===== src/rtl/rca4.sv =====
// 4-bit ripple-carry adder built from four full-adder cells, with registered
// sum, carry-out, signed overflow and zero flags plus a one-cycle valid strobe.

module rca4_fa (
    input  logic a,
    input  logic b,
    input  logic ci,
    output logic s,
    output logic co
);
    logic p;

    assign p  = a ^ b;
    assign s  = p ^ ci;
    assign co = (a & b) | (ci & p);
endmodule

module rca4 (
    input  logic       clk,
    input  logic       rst,
    input  logic [3:0] a,
    input  logic [3:0] b,
    input  logic       cin,
    input  logic       in_valid,
    output logic [3:0] s,
    output logic       cout,
    output logic       ovf,
    output logic       zero,
    output logic       out_valid
);
    // Stage p0: combinational ripple chain on the raw operands
    logic [4:0] c_p0;
    logic [3:0] sum_p0;
    logic       ovf_p0;
    logic       zero_p0;

    assign c_p0[0] = cin;

    for (genvar i = 0; i < 4; i++) begin : g_bit
        rca4_fa u_fa (
            .a  (a[i]),
            .b  (b[i]),
            .ci (c_p0[i]),
            .s  (sum_p0[i]),
            .co (c_p0[i+1])
        );
    end

    // Overflow is the disagreement between the carries into and out of the sign bit
    assign ovf_p0  = c_p0[4] ^ c_p0[3];
    assign zero_p0 = ~|sum_p0;

    // Stage p1: result registers; data holds while no operation is accepted
    logic [3:0] s_p1;
    logic       cout_p1;
    logic       ovf_p1;
    logic       zero_p1;
    logic       vld_p1;

    always_ff @(posedge clk) begin
        if (rst) begin
            s_p1    <= 4'b0000;
            cout_p1 <= 1'b0;
            ovf_p1  <= 1'b0;
            zero_p1 <= 1'b0;
            vld_p1  <= 1'b0;
        end else begin
            vld_p1 <= in_valid;
            if (in_valid) begin
                s_p1    <= sum_p0;
                cout_p1 <= c_p0[4];
                ovf_p1  <= ovf_p0;
                zero_p1 <= zero_p0;
            end
        end
    end

    assign s         = s_p1;
    assign cout      = cout_p1;
    assign ovf       = ovf_p1;
    assign zero      = zero_p1;
    assign out_valid = vld_p1;
endmodule


===== config.mk =====
export PLATFORM = sky130hd
export DESIGN_NAME = rca4
export DESIGN_NICKNAME = d
export VERILOG_FILES = /design/src/rtl/rca4.sv
export SDC_FILE = /design/constraint.sdc
export NUM_CORES = 1
export LEC_CHECK = 0
export ABC_AREA = 1
export BUFFER_PORTS_ARGS = -buffer_cell sky130_fd_sc_hd__buf_2
export CAP_MARGIN = 20
export CORE_AREA = 5 5 42 44
export DETAILED_ROUTE_END_ITERATION = 6
export DIE_AREA = 0 0 47 49
export PLACE_DENSITY = 0.59
export SLEW_MARGIN = 25
export SYNTH_ARGS = -nofsm -noshare
export SYNTH_HDL_FRONTEND = slang
export SYNTH_SLANG_ARGS = --single-unit

===== constraint.sdc =====
create_clock -name clk -period 4.71 [get_ports clk]
set_input_delay 0.471 -clock clk [delete_from_list [all_inputs] [get_ports clk]]
set_output_delay 0.471 -clock clk [all_outputs]
set_load 0.01 [all_outputs]

==> summary.md, run 1 <==
| Metric | Value |
|---|---|
| Avg Cell Area, Syn | `9.399 um^2` |
| Worst min path class | `reg2reg` |
| CTS tree | `built` |
| Largest net degree at the start of global routing | `11` |
| Core Region | `0.001401 mm^2` |
| Die Wd | `47 um` |
| Most frequent cells in the layout | `19 x buf_2, 8 x dfxtp_1, 7 x nor2_1, 7 x nand2_1` |
| Initial DRC count | `4` |
| Synth Instances | `43` |
| Crit end category | `register` |
| Total number of yosys warnings | `0` |
| WL/cell | `9.544 um` |
| Syn Nets | `59` |
| Final WL | `754 um` |
| DRC | `0` |
| Fmax | `0.4168 GHz` |
| Filler cell count | `160` |
| Sequential fraction of the synthesis area | `39.63%` |
| Max-slew headroom | `86.02%` |
| Mapped Area | `404.1 um^2` |
| Worst vdd ir | `0.1719 mV` |
| N_diodes | `0` |
| RSZ-0062 raised after global routing | `false` |
| Starting Density | `28.84%` |
| Die area | `0.002303 mm^2` |
| Post-CTS setup buffer count | `0` |
| Grt ovf | `0` |
| CP required | `4.87 ns` |
| Leak | `0.0002600 uW` |
| Final Hold Violating Endpoints | `0` |
| Status | `finished, final reports clean` |
| Flop-to-flop setup slack | `4.09 ns` |
| Top-area cell type share of the netlist area | `39.63%` |
| Most common cell on crit path | `fa_1` |
| Min Tclk post-route | `2.399 ns` |
| H-Tree Depth | `1` |
| Yosys cell types | `16` |
| Clock-pin slew on the worst setup and hold paths | `0.05 ns` |
| Area delta synth->final | `30.03%` |
| First-pass GRT wire length | `1.179 mm` |
| GRT Overall Usage | `7.295%` |
| Clock Latency Late Sink | `0.25 ns` |
| Worst r2r src | `ovf` |
| Max-Cap Viols | `0` |
| Max-slew violation count | `0` |
| Vias | `328` |
| Commonest non-fill, non-tap cell in the layout | `buf_2` |
| Startpoint types | `primary input` |
| Setup-failing EPs final | `0` |
| CTS Buf Count | `3` |
| First-pass detailed-route iteration total | `2` |
| Post-DP HPWL | `643 um` |
| CTS Hold Bufs | `0` |
| HP Start | `s[2]` |
| Clk root buf | `clkbuf_4` |
| Drt via density | `4.152` |
| WHS Path Cells | `2` |
| IO Port Bufs | `19` |
| Pwr/cell area | `312.5 mW/mm^2` |
| Sum Neg Setup Slack | `0 ns` |
| Number of register bits inferred by synthesis | `8` |
| Top post-synthesis cells by area | `dfxtp_1 40%, fa_1 20%, nand2_1 6.5%, nor2_1 6.5%, a211oi_1 3.7%` |
| Fin nets | `81` |
| Antenna violations before repair | `0` |
| Clk sinks | `8` |
| Hold slack | `0.4555 ns` |
| Routability Congestion | `0.6359` |
| Worst-margin pin slew | `0.2097 ns` |
| Final Skew | `0 ns` |
| Critical-path top delay cell | `fa_1` |
| Crit path arrival time | `2.56 ns` |
| Critical-path cell list | `buf_2, fa_1, fa_1, fa_1, inv_1, fa_1, a211oi_1` |
| DRT antenna net count | `0` |
| Largest stage delay, worst path | `0.45 ns` |
| Cell taking the most area after synthesis | `dfxtp_1` |
| Clock tree buffer depth | `2` |
| R2r endpoint | `ovf` |
| Crit Path Class | `in2reg` |
| Row Count | `14` |
| Top Ports | `20` |
| Fin crit share | `50.93%` |
| Worst Hold End | `s[2]` |
| Layout cells sized above 1 | `42.86%` |
| Vias in the first global route | `309` |
| CTS resizes | `0` |
| CP Max Fanout | `3` |
| Reg2reg path depth | `4` |
| Overall die height | `49 um` |
==> synth_stat cells (all sizes together) <==
cell	number
dfxtp	8
buf	2
fa	4
nor2	8
inv	5
a21oi	3
a211oi	2
nand3	2
or2	1
nand2	7
nor3	1
==> worst max-delay path: cells and delay by family <==
family | cells | cell delay, ns
AOI/OAI and AO/OA | 1 | 0.24
adders and majority gates | 4 | 1.66
buffers and inverters | 2 | 0.19
==> power breakdown <==
group | switching [uW] | internal, uW | leakage, uW | total, uW
registers | 2.17 | 73.2 | 0.0000662 | 75.4
clock network | 20.7 | 29.0 | 0.0000138 | 49.7
logic | 21.1 | 18.0 | 0.000180 | 39.1
total | 44.0 | 120 | 0.000260 | 164
==> per-layer routing <==
metal	track usage, %	part of all wire [%]	up-vias
li1	-	-	173
met1	7.830	41	142
met2	9.955	46	13
met3	6.642	12	0
met4	2.765	0	0
met5	0	0	-
==> flip-flops by register name (all words and copies together), names as in the netlist <==
register and cells:
cout 1, s 4, zero 1, ovf 1, out_valid 1
==> worst max path at each step <==
stage | from | end
final | a[0] | s[3]
after global routing | a[0] | s[3]
after CTS | a[0] | s[3]
after detailed placement | a[0] | s[3]
after global placement | a[0] | s[3]
after floorplan | a[0] | s[3]
==> metrics by stage <==
step	utilization (%)	std cells	instance area (um^2)	setup slack, ns	total power (uW)
floorplan	-	43	404.1	2.245	103.1
global placement	35.89	76	503.0	2.069	116.3
detailed placement	35.89	76	503.0	2.050	116.9
CTS	37.50	79	525.5	2.309	169.3
global route	37.50	79	525.5	2.263	178.4
finish	37.50	79	525.5	2.311	164.2
==> cell type report <==
cell class | count | area [um^2] | share of cell area [%]
Tap cell | 16 | 20.02 | 3.810
Inverter | 5 | 23.77 | 4.524
Timing Repair Buffer | 19 | 95.09 | 18.10
Sequential cell | 8 | 160.2 | 30.48
Clock buffer | 3 | 22.52 | 4.286
Multi-Input combinational cell | 28 | 203.9 | 38.81
==> cells by family after synthesis <==
family,after synthesis,share of synthesized area [%]
fa+ha+maj,4,19.82
flops,8,39.63
simple gates,19,22.29
compound gates,5,8.359
buf+inv,7,9.905
No activity file was read; power rests on OpenSTA's default activity.
==> inputs of run 2 (changes only) <==
ABC_AREA = 0   (was 1)
PLACE_DENSITY = 0.58   (was 0.59)
clock period = 2.27 ns   (was 4.71 ns; I/O delays follow)
==> summary.md, run 2 <==
| Metric | Value |
|---|---|
| Status | `finished, final reports clean (unchanged)` |
| Worst vdd ir | `0.3691 mV (was 0.1719 mV)` |
| R2r endpoint | `cout (was ovf)` |
| Syn Nets | `51 (was 59)` |
| First-pass detailed-route iteration total | `1 (was 2)` |
| Crit path depth | `8 (was 7)` |
| Crit end category | `register (unchanged)` |
| Ys flop type | `dfxtp_1 (unchanged)` |
| Worst r2r src | `cout (was ovf)` |
| Largest stage delay, worst path | `0.46 ns (was 0.45 ns)` |
| Pwr/cell area | `661.3 mW/mm^2 (was 312.5 mW/mm^2)` |
| RSZ-0062 raised after global routing | `false (unchanged)` |
| Layout cells sized above 1 | `46.43% (was 42.86%)` |
| Finished layout cell area | `526.8 um^2 (was 525.5 um^2)` |
| Mapped Area | `387.9 um^2 (was 404.1 um^2)` |
| CP bufs+invs | `2 (unchanged)` |
| Top post-synthesis cells by area | `dfxtp_1 41%, fa_1 21%, mux2i_1 7.7%, nand2b_1 4.8%, nor2_1 4.8% (was dfxtp_1 40%, fa_1 20%, nand2_1 6.5%, nor2_1 6.5%, a211oi_1 3.7%)` |
| Reg2reg path depth | `2 (was 4)` |
| Crit Path Class | `in2reg (unchanged)` |
| Total Power | `348.3 uW (was 164.2 uW)` |
| Clock Latency Late Sink | `0.25 ns (about the same)` |
| WL/cell | `11.18 um (was 9.544 um)` |
| H-Tree Depth | `1 (unchanged)` |
| Top Ports | `20 (unchanged)` |
| Cell taking the most area after synthesis | `dfxtp_1 (unchanged)` |
| IO Port Bufs | `19 (unchanged)` |
| First-pass GRT wire length | `1.476 mm (was 1.179 mm)` |
| Sum Neg Setup Slack | `0 ns (unchanged)` |
| Avg Cell Area, Syn | `11.08 um^2 (was 9.399 um^2)` |
| Clock-pin slew on the worst setup and hold paths | `0.06 ns (was 0.05 ns)` |
| EDFF count, synth | `0 (unchanged)` |
| CTS Buf Count | `3 (unchanged)` |
| Die area | `0.002303 mm^2 (unchanged)` |
| Sequential fraction of the synthesis area | `41.29% (was 39.63%)` |
| Core Region | `0.001401 mm^2 (unchanged)` |
| Fmax | `0.4657 GHz` |
| Cell with the most instances after synthesis | `dfxtp_1 (unchanged)` |
| GRT Overall Usage | `9.426% (was 7.295%)` |
| CP Max Fanout | `2 (was 3)` |
| Critical-path top delay cell | `or4b_4 (was fa_1)` |
| CP endpoint | `zero (was s[3])` |
| Asr flop ratio synth | `0% (unchanged)` |
| Top-area cell type share of the netlist area | `41.29% (was 39.63%)` |
| Fin nets | `74 (was 81)` |
| Drt via density | `4.444 (was 4.152)` |
| Post-route insts no fill | `72 (was 79)` |
| Vias in the first global route | `358 (was 309)` |
| Post-synth top cells | `8 x dfxtp_1, 5 x nor2_1, 4 x fa_1, 4 x inv_1 (was 8 x dfxtp_1, 7 x nand2_1, 7 x nor2_1, 4 x fa_1, 4 x inv_1)` |
| Max-slew headroom | `86.34% (was 86.02%)` |
| Starting Density | `27.68% (was 28.84%)` |
| Worst-margin pin slew | `0.2049 ns (was 0.2097 ns)` |
| Synth Instances | `35 (was 43)` |
| Final Skew | `0 ns (unchanged)` |
| Antenna violations before repair | `0 (unchanged)` |
| CTS tree | `built (unchanged)` |
| Dpl cells | `69 (was 76)` |
| Max-Cap Viols | `0 (unchanged)` |
| Vias | `320 (was 328)` |
| Critical-path cell list | `buf_2, fa_1, fa_1, fa_2, inv_1, fa_1, or4b_4, o22ai_2 (was buf_2, fa_1, fa_1, fa_1, inv_1, fa_1, a211oi_1)` |
| CTS Hold Bufs | `0 (unchanged)` |
| Filler cell count | `161 (was 160)` |
| Area delta synth->final | `35.81% (was 30.03%)` |
| Startpoint types | `primary input (unchanged)` |
| Most frequent cells in the layout | `19 x buf_2, 8 x dfxtp_1, 5 x nor2_1 (was 19 x buf_2, 8 x dfxtp_1, 7 x nor2_1, 7 x nand2_1)` |
| Yosys cell types | `13 (was 16)` |
| Total number of yosys warnings | `0 (unchanged)` |
| Clk root buf | `clkbuf_4 (unchanged)` |
| Final Hold Violating Endpoints | `0 (unchanged)` |
| CTS resizes | `0 (unchanged)` |
| Placed Area | `504.2 um^2 (was 503.0 um^2)` |
| Overall die height | `49 um (unchanged)` |
| Largest net degree at the start of global routing | `11 (unchanged)` |
| Max reg flops | `4 (unchanged)` |
| Leak | `0.0002658 uW (was 0.0002600 uW)` |
| Commonest non-fill, non-tap cell in the layout | `buf_2 (unchanged)` |
| N_diodes | `0 (unchanged)` |
| Initial DRC count | `0 (was 4)` |
| Crit path arrival time | `2.34 ns (was 2.56 ns)` |
| DRT antenna net count | `0 (unchanged)` |
| Row Count | `14 (unchanged)` |
| Die Wd | `47 um (unchanged)` |
| CP top delay family | `adder cells (unchanged)` |
| Post-DP HPWL | `642.7 um (was 643 um)` |
| Flop-to-flop setup slack | `1.66 ns (was 4.09 ns)` |
| DRC | `0 (unchanged)` |
| CP Launch Point | `a[0] (unchanged)` |
| Most common cell on crit path | `fa_1 (unchanged)` |
| Number of register bits inferred by synthesis | `8 (unchanged)` |
| Fin crit share | `94.59%` |
| Clock tree buffer depth | `2 (unchanged)` |
| CP required | `2.46 ns (was 4.87 ns)` |
| Min Tclk post-route | `2.147 ns` |
| Setup-failing EPs final | `0 (unchanged)` |
| Routability Congestion | `0.6588 (was 0.6359)` |
| Final WL | `805 um (was 754 um)` |
| Max-slew violation count | `0 (unchanged)` |
| Post-CTS setup buffer count | `0 (unchanged)` |
| Worst min path class | `in2reg (was reg2reg)` |
| Clk sinks | `8 (unchanged)` |
| Grt ovf | `0 (unchanged)` |
## run 2: cell types whose count changed after synthesis, moves of 2 or more
cell      previous run  this run
nor2_1               7         5
a21oi_1              2         0
nand2b_1             0         3
mux2i_1              0         3
nand2_1              7         0
## run 2: worst register-to-register path: stages (launching register included)
cell	delay, ns
dfxtp_1	0.32
nor2_1	0.04
a211oi_1	0.17
## run 2: how the worst min path moves through the flow
stage / from / to / slack [ns] / cells past startpoint
global placement: cout / cout / 0.47 / 2
global route: rst / s[1] / 0.25 / 2
floorplan: cout / cout / 0.50 / 2
finish: rst / s[0] / 0.25 / 2
detailed placement: cout / cout / 0.48 / 2
CTS: rst / s[0] / 0.24 / 2
## run 2: layout make-up
class                           instances  area (um^2)  share of cell area [%]
Inverter                                4        15.01                   2.850
Sequential cell                         8        160.2                   30.40
Clock buffer                            3        22.52                   4.276
Multi-Input combinational cell         21        206.4                   39.19
Tap cell                               16        20.02                   3.800
Timing Repair Buffer                   20        102.6                   19.48
## run 2: cell families (layout without fill, tap and decap cells)
| kind of cell | count (synthesis) | in the layout | synth area share (%) |
|---|---|---|---|
| compound gates | 4 | 4 | 8.709 |
| xor+xnor | 1 | 1 | 2.258 |
| fa+ha+maj | 4 | 4 | 20.65 |
| buf+inv | 6 | 27 | 6.126 |
| flops | 8 | 8 | 41.29 |
| mux | 3 | 3 | 7.742 |
| simple gates | 9 | 9 | 13.23 |
## run 2: layer usage
layer / global-route usage (%) / part of all wire [%]
met4: 6.912 / 1.5
met5: 0 / 0
met1: 10.09 / 41
met2: 13.35 / 46
met3: 5.166 / 11
## run 2: stage by stage
stage / setup slack [ns] / utilization [%] / hold WS (ns)
3_5_place_dp: -0.1595 / 35.98 / 0.4778
5_1_grt: 0.001218 / 37.59 / 0.2517
3_3_place_gp: -0.1293 / 35.98 / 0.4667
2_1_floorplan: 0.02176 / - / 0.4981
6_report: 0.1228 / 37.59 / 0.2474
4_1_cts: 0.1143 / 37.59 / 0.2404
## run 2: where the power goes
part / total (uW) / internal, uW / leakage (uW) / switching, uW
Clock: 110 / 60.6 / 0.0000138 / 49.1
Combinational: 80.9 / 41.5 / 0.000186 / 39.4
Sequential: 158 / 153 / 0.0000661 / 5.05
Total: 348 / 255 / 0.000266 / 93.6
==> inputs of run 3 (changes only) <==
SETUP_SLACK_MARGIN = 0.2   (was default)
SYNTH_HIERARCHICAL = 1   (was default)
==> summary.md, run 3 <==
| Metric | Value |
|---|---|
| Status | `finished, final reports clean (unchanged)` |
| Top Ports | `20 (unchanged)` |
| Clock tree buffer depth | `2 (unchanged)` |
| Crit path arrival time | `2.18 ns (was 2.34 ns)` |
| Post-DP HPWL | `622.1 um (was 642.7 um)` |
| Fin nets | `70 (was 74)` |
| First-pass GRT wire length | `1.331 mm (was 1.476 mm)` |
| WHS Path Cells | `2 (unchanged)` |
| CTS Buf Count | `3 (unchanged)` |
| Post-synth top cells | `8 x dfxtp_1, 6 x nor2_1, 5 x mux2i_1, 4 x fa_1 (was 8 x dfxtp_1, 5 x nor2_1, 4 x fa_1, 4 x inv_1)` |
| Crit end category | `register (unchanged)` |
| Final Hold Violating Endpoints | `0 (unchanged)` |
| Overall die height | `49 um (unchanged)` |
| Worst Hold End | `ovf (was s[0])` |
| Vias in the first global route | `336 (was 358)` |
| N_diodes | `0 (unchanged)` |
| Yosys cell types | `12 (was 13)` |
| Top-area cell type share of the netlist area | `41.29% (unchanged)` |
| Crit Path Class | `in2reg (unchanged)` |
| Max-slew violation count | `0 (unchanged)` |
| Clk root buf | `clkbuf_4 (unchanged)` |
| Clock-pin slew on the worst setup and hold paths | `0.05 ns (was 0.06 ns)` |
| Fmax | `0.4913 GHz (was 0.4657 GHz)` |
| Antenna violations before repair | `0 (unchanged)` |
| Synth Instances | `31 (was 35)` |
| Hold slack | `0.2619 ns (was 0.2474 ns)` |
| DRT antenna net count | `0 (unchanged)` |
| Final Skew | `0 ns (unchanged)` |
| Worst min path class | `in2reg (unchanged)` |
| Asr flop ratio synth | `0% (unchanged)` |
| Grt ovf | `0 (unchanged)` |
| GRT Overall Usage | `8.162% (was 9.426%)` |
| Flop-to-flop setup slack | `1.59 ns (was 1.66 ns)` |
| H-Tree Depth | `1 (unchanged)` |
| Avg Cell Area, Syn | `12.51 um^2 (was 11.08 um^2)` |
| Reg2reg path depth | `2 (unchanged)` |
| Die area | `0.002303 mm^2 (unchanged)` |
| Drt via density | `4.294 (was 4.444)` |
| IO Port Bufs | `19 (unchanged)` |
| First-pass detailed-route iteration total | `3 (was 1)` |
| CP required | `2.42 ns (was 2.46 ns)` |
| R2r endpoint | `zero (was cout)` |
| Top post-synthesis cells by area | `dfxtp_1 41%, fa_1 21%, mux2i_1 13%, nor2_1 5.8%, nor2b_4 3.5% (was dfxtp_1 41%, fa_1 21%, mux2i_1 7.7%, nand2b_1 4.8%, nor2_1 4.8%)` |
| Vias | `292 (was 320)` |
| Cell taking the most area after synthesis | `dfxtp_1 (unchanged)` |
| Fin crit share | `89.67% (was 94.59%)` |
| EDFF count, synth | `0 (unchanged)` |
| Row Count | `14 (unchanged)` |
| Max-Cap Viols | `0 (unchanged)` |
| Clk sinks | `8 (unchanged)` |
| Min Tclk post-route | `2.036 ns (was 2.147 ns)` |
| Final WL | `738 um (was 805 um)` |
| Number of register bits inferred by synthesis | `8 (unchanged)` |
| Startpoint types | `primary input (unchanged)` |
| CTS Hold Bufs | `0 (unchanged)` |
| Core Region | `0.001401 mm^2 (unchanged)` |
| CTS tree | `built (unchanged)` |
| Commonest non-fill, non-tap cell in the layout | `buf_2 (unchanged)` |
| Area delta synth->final | `36.77% (was 35.81%)` |
| Largest net degree at the start of global routing | `10 (was 11)` |
| Pwr/cell area | `670.6 mW/mm^2 (was 661.3 mW/mm^2)` |
| Total number of yosys warnings | `6 (was 0)` |
| RSZ-0062 raised after global routing | `true (was false)` |
| Most frequent cells in the layout | `19 x buf_2, 8 x dfxtp_1, 6 x nor2_1 (was 19 x buf_2, 8 x dfxtp_1, 5 x nor2_1)` |
| Cell with the most instances after synthesis | `dfxtp_1 (unchanged)` |
| Sum Neg Setup Slack | `0 ns (unchanged)` |
| Setup-failing EPs final | `0 (unchanged)` |
| Ys flop type | `dfxtp_1 (unchanged)` |
| Layout cells sized above 1 | `57.69% (was 46.43%)` |
| Routability Congestion | `0.5721 (was 0.6588)` |
| Die Wd | `47 um (unchanged)` |
| Mapped Area | `387.9 um^2 (unchanged)` |
| Worst-margin pin slew | `0.2242 ns (was 0.2049 ns)` |
| Worst r2r src | `zero (was cout)` |
| Leak | `0.0002589 uW (was 0.0002658 uW)` |
| Max reg flops | `4 (unchanged)` |
| Syn Nets | `47 (was 51)` |
| Max-slew headroom | `85.05% (was 86.34%)` |
| HP Start | `rst (unchanged)` |
| Initial DRC count | `2 (was 0)` |
| Sequential fraction of the synthesis area | `41.29% (unchanged)` |
| Post-CTS setup buffer count | `0 (unchanged)` |
| Worst vdd ir | `0.3560 mV (was 0.3691 mV)` |
| CP Max Fanout | `2 (unchanged)` |
| Starting Density | `27.68% (unchanged)` |
| Clock Latency Late Sink | `0.25 ns (about the same)` |
| WL/cell | `10.85 um (was 11.18 um)` |
| DRC | `0 (unchanged)` |
-- run 3: cell count changes in the layout (fill, tap and decap cells not counted), sizes merged, moves of 2 or more --
cell | before | now
mux2i | 3 | 5
o22ai | 2 | 0
nand2b | 3 | 0
inv | 4 | 0
-- run 3: how the worst max path moves through the flow --
stage | from | endpoint | cells past startpoint | slack (ns)
4_1_cts | a[0] | zero | 7 | 0.23
6_report | a[0] | zero | 7 | 0.23
5_1_grt | a[0] | zero | 7 | 0.17
3_5_place_dp | a[0] | zero | 7 | -0.07
2_1_floorplan | a[0] | zero | 6 | 0.09
3_3_place_gp | a[0] | zero | 7 | -0.06
-- run 3: cell families (layout without fill, tap and decap cells) --
family	after synthesis	count (layout)	share of synthesized area (%)
buffers and inverters	2	23	4.839
adder cells (fa/ha/maj)	4	4	20.65
multiplexers	5	5	12.90
AND/OR/NAND/NOR	9	9	12.90
AO/OA/AOI/OAI	2	2	5.161
XOR/XNOR	1	1	2.258
flip-flops	8	8	41.29
-- run 3: metal layers --
layer	vias to the layer above	track usage (%)	routed length [um]	share of wire [%]
met2	11	13.57	383	52
li1	145	-	-	-
met3	0	5.904	73	9.9
met5	-	0	0	0
met4	0	1.382	0	0
met1	136	8.108	281	38
-- run 3: worst max-delay path: stages --
cell and delay [ns]:
buf_2 0.11, fa_2 0.39, fa_2 0.36, fa_2 0.36, fa_2 0.55, nor4_2 0.04
a21o_1 0.14
-- run 3: what timing repair did --
action | 4_1_cts | 5_1_grt
setup endpoints to repair | 1 | 1
resized for setup | 1 | 0
gates cloned | 0 | 0
pin swaps | 1 | 0
-- run 3: power by group --
part / switching [uW] / internal [uW]
clock network: 47.6 / 60.5
logic: 43.6 / 45.9
registers: 5.39 / 153
total: 96.7 / 259
-- run 3: metrics by stage --
stage | setup WS (ns) | utilization, % | cells | cell area, um^2 | total power (uW)
global placement | -0.05677 | 35.80 | 65 | 501.7 | 247.1
global route | 0.1732 | 37.86 | 68 | 530.5 | 385.2
finish | 0.2345 | 37.86 | 68 | 530.5 | 355.8
floorplan | 0.08896 | - | 31 | 397.9 | 215.2
detailed placement | -0.06601 | 35.80 | 65 | 501.7 | 248.0
CTS | 0.2275 | 37.86 | 68 | 530.5 | 361.1
-- run 3: layout make-up --
cell class,count,area (um^2)
fill,162,870.8
timing repair buffer,20,102.6
multi-input combinational,21,225.2
tap,16,20.02
sequential,8,160.2
clock buffer,3,22.52
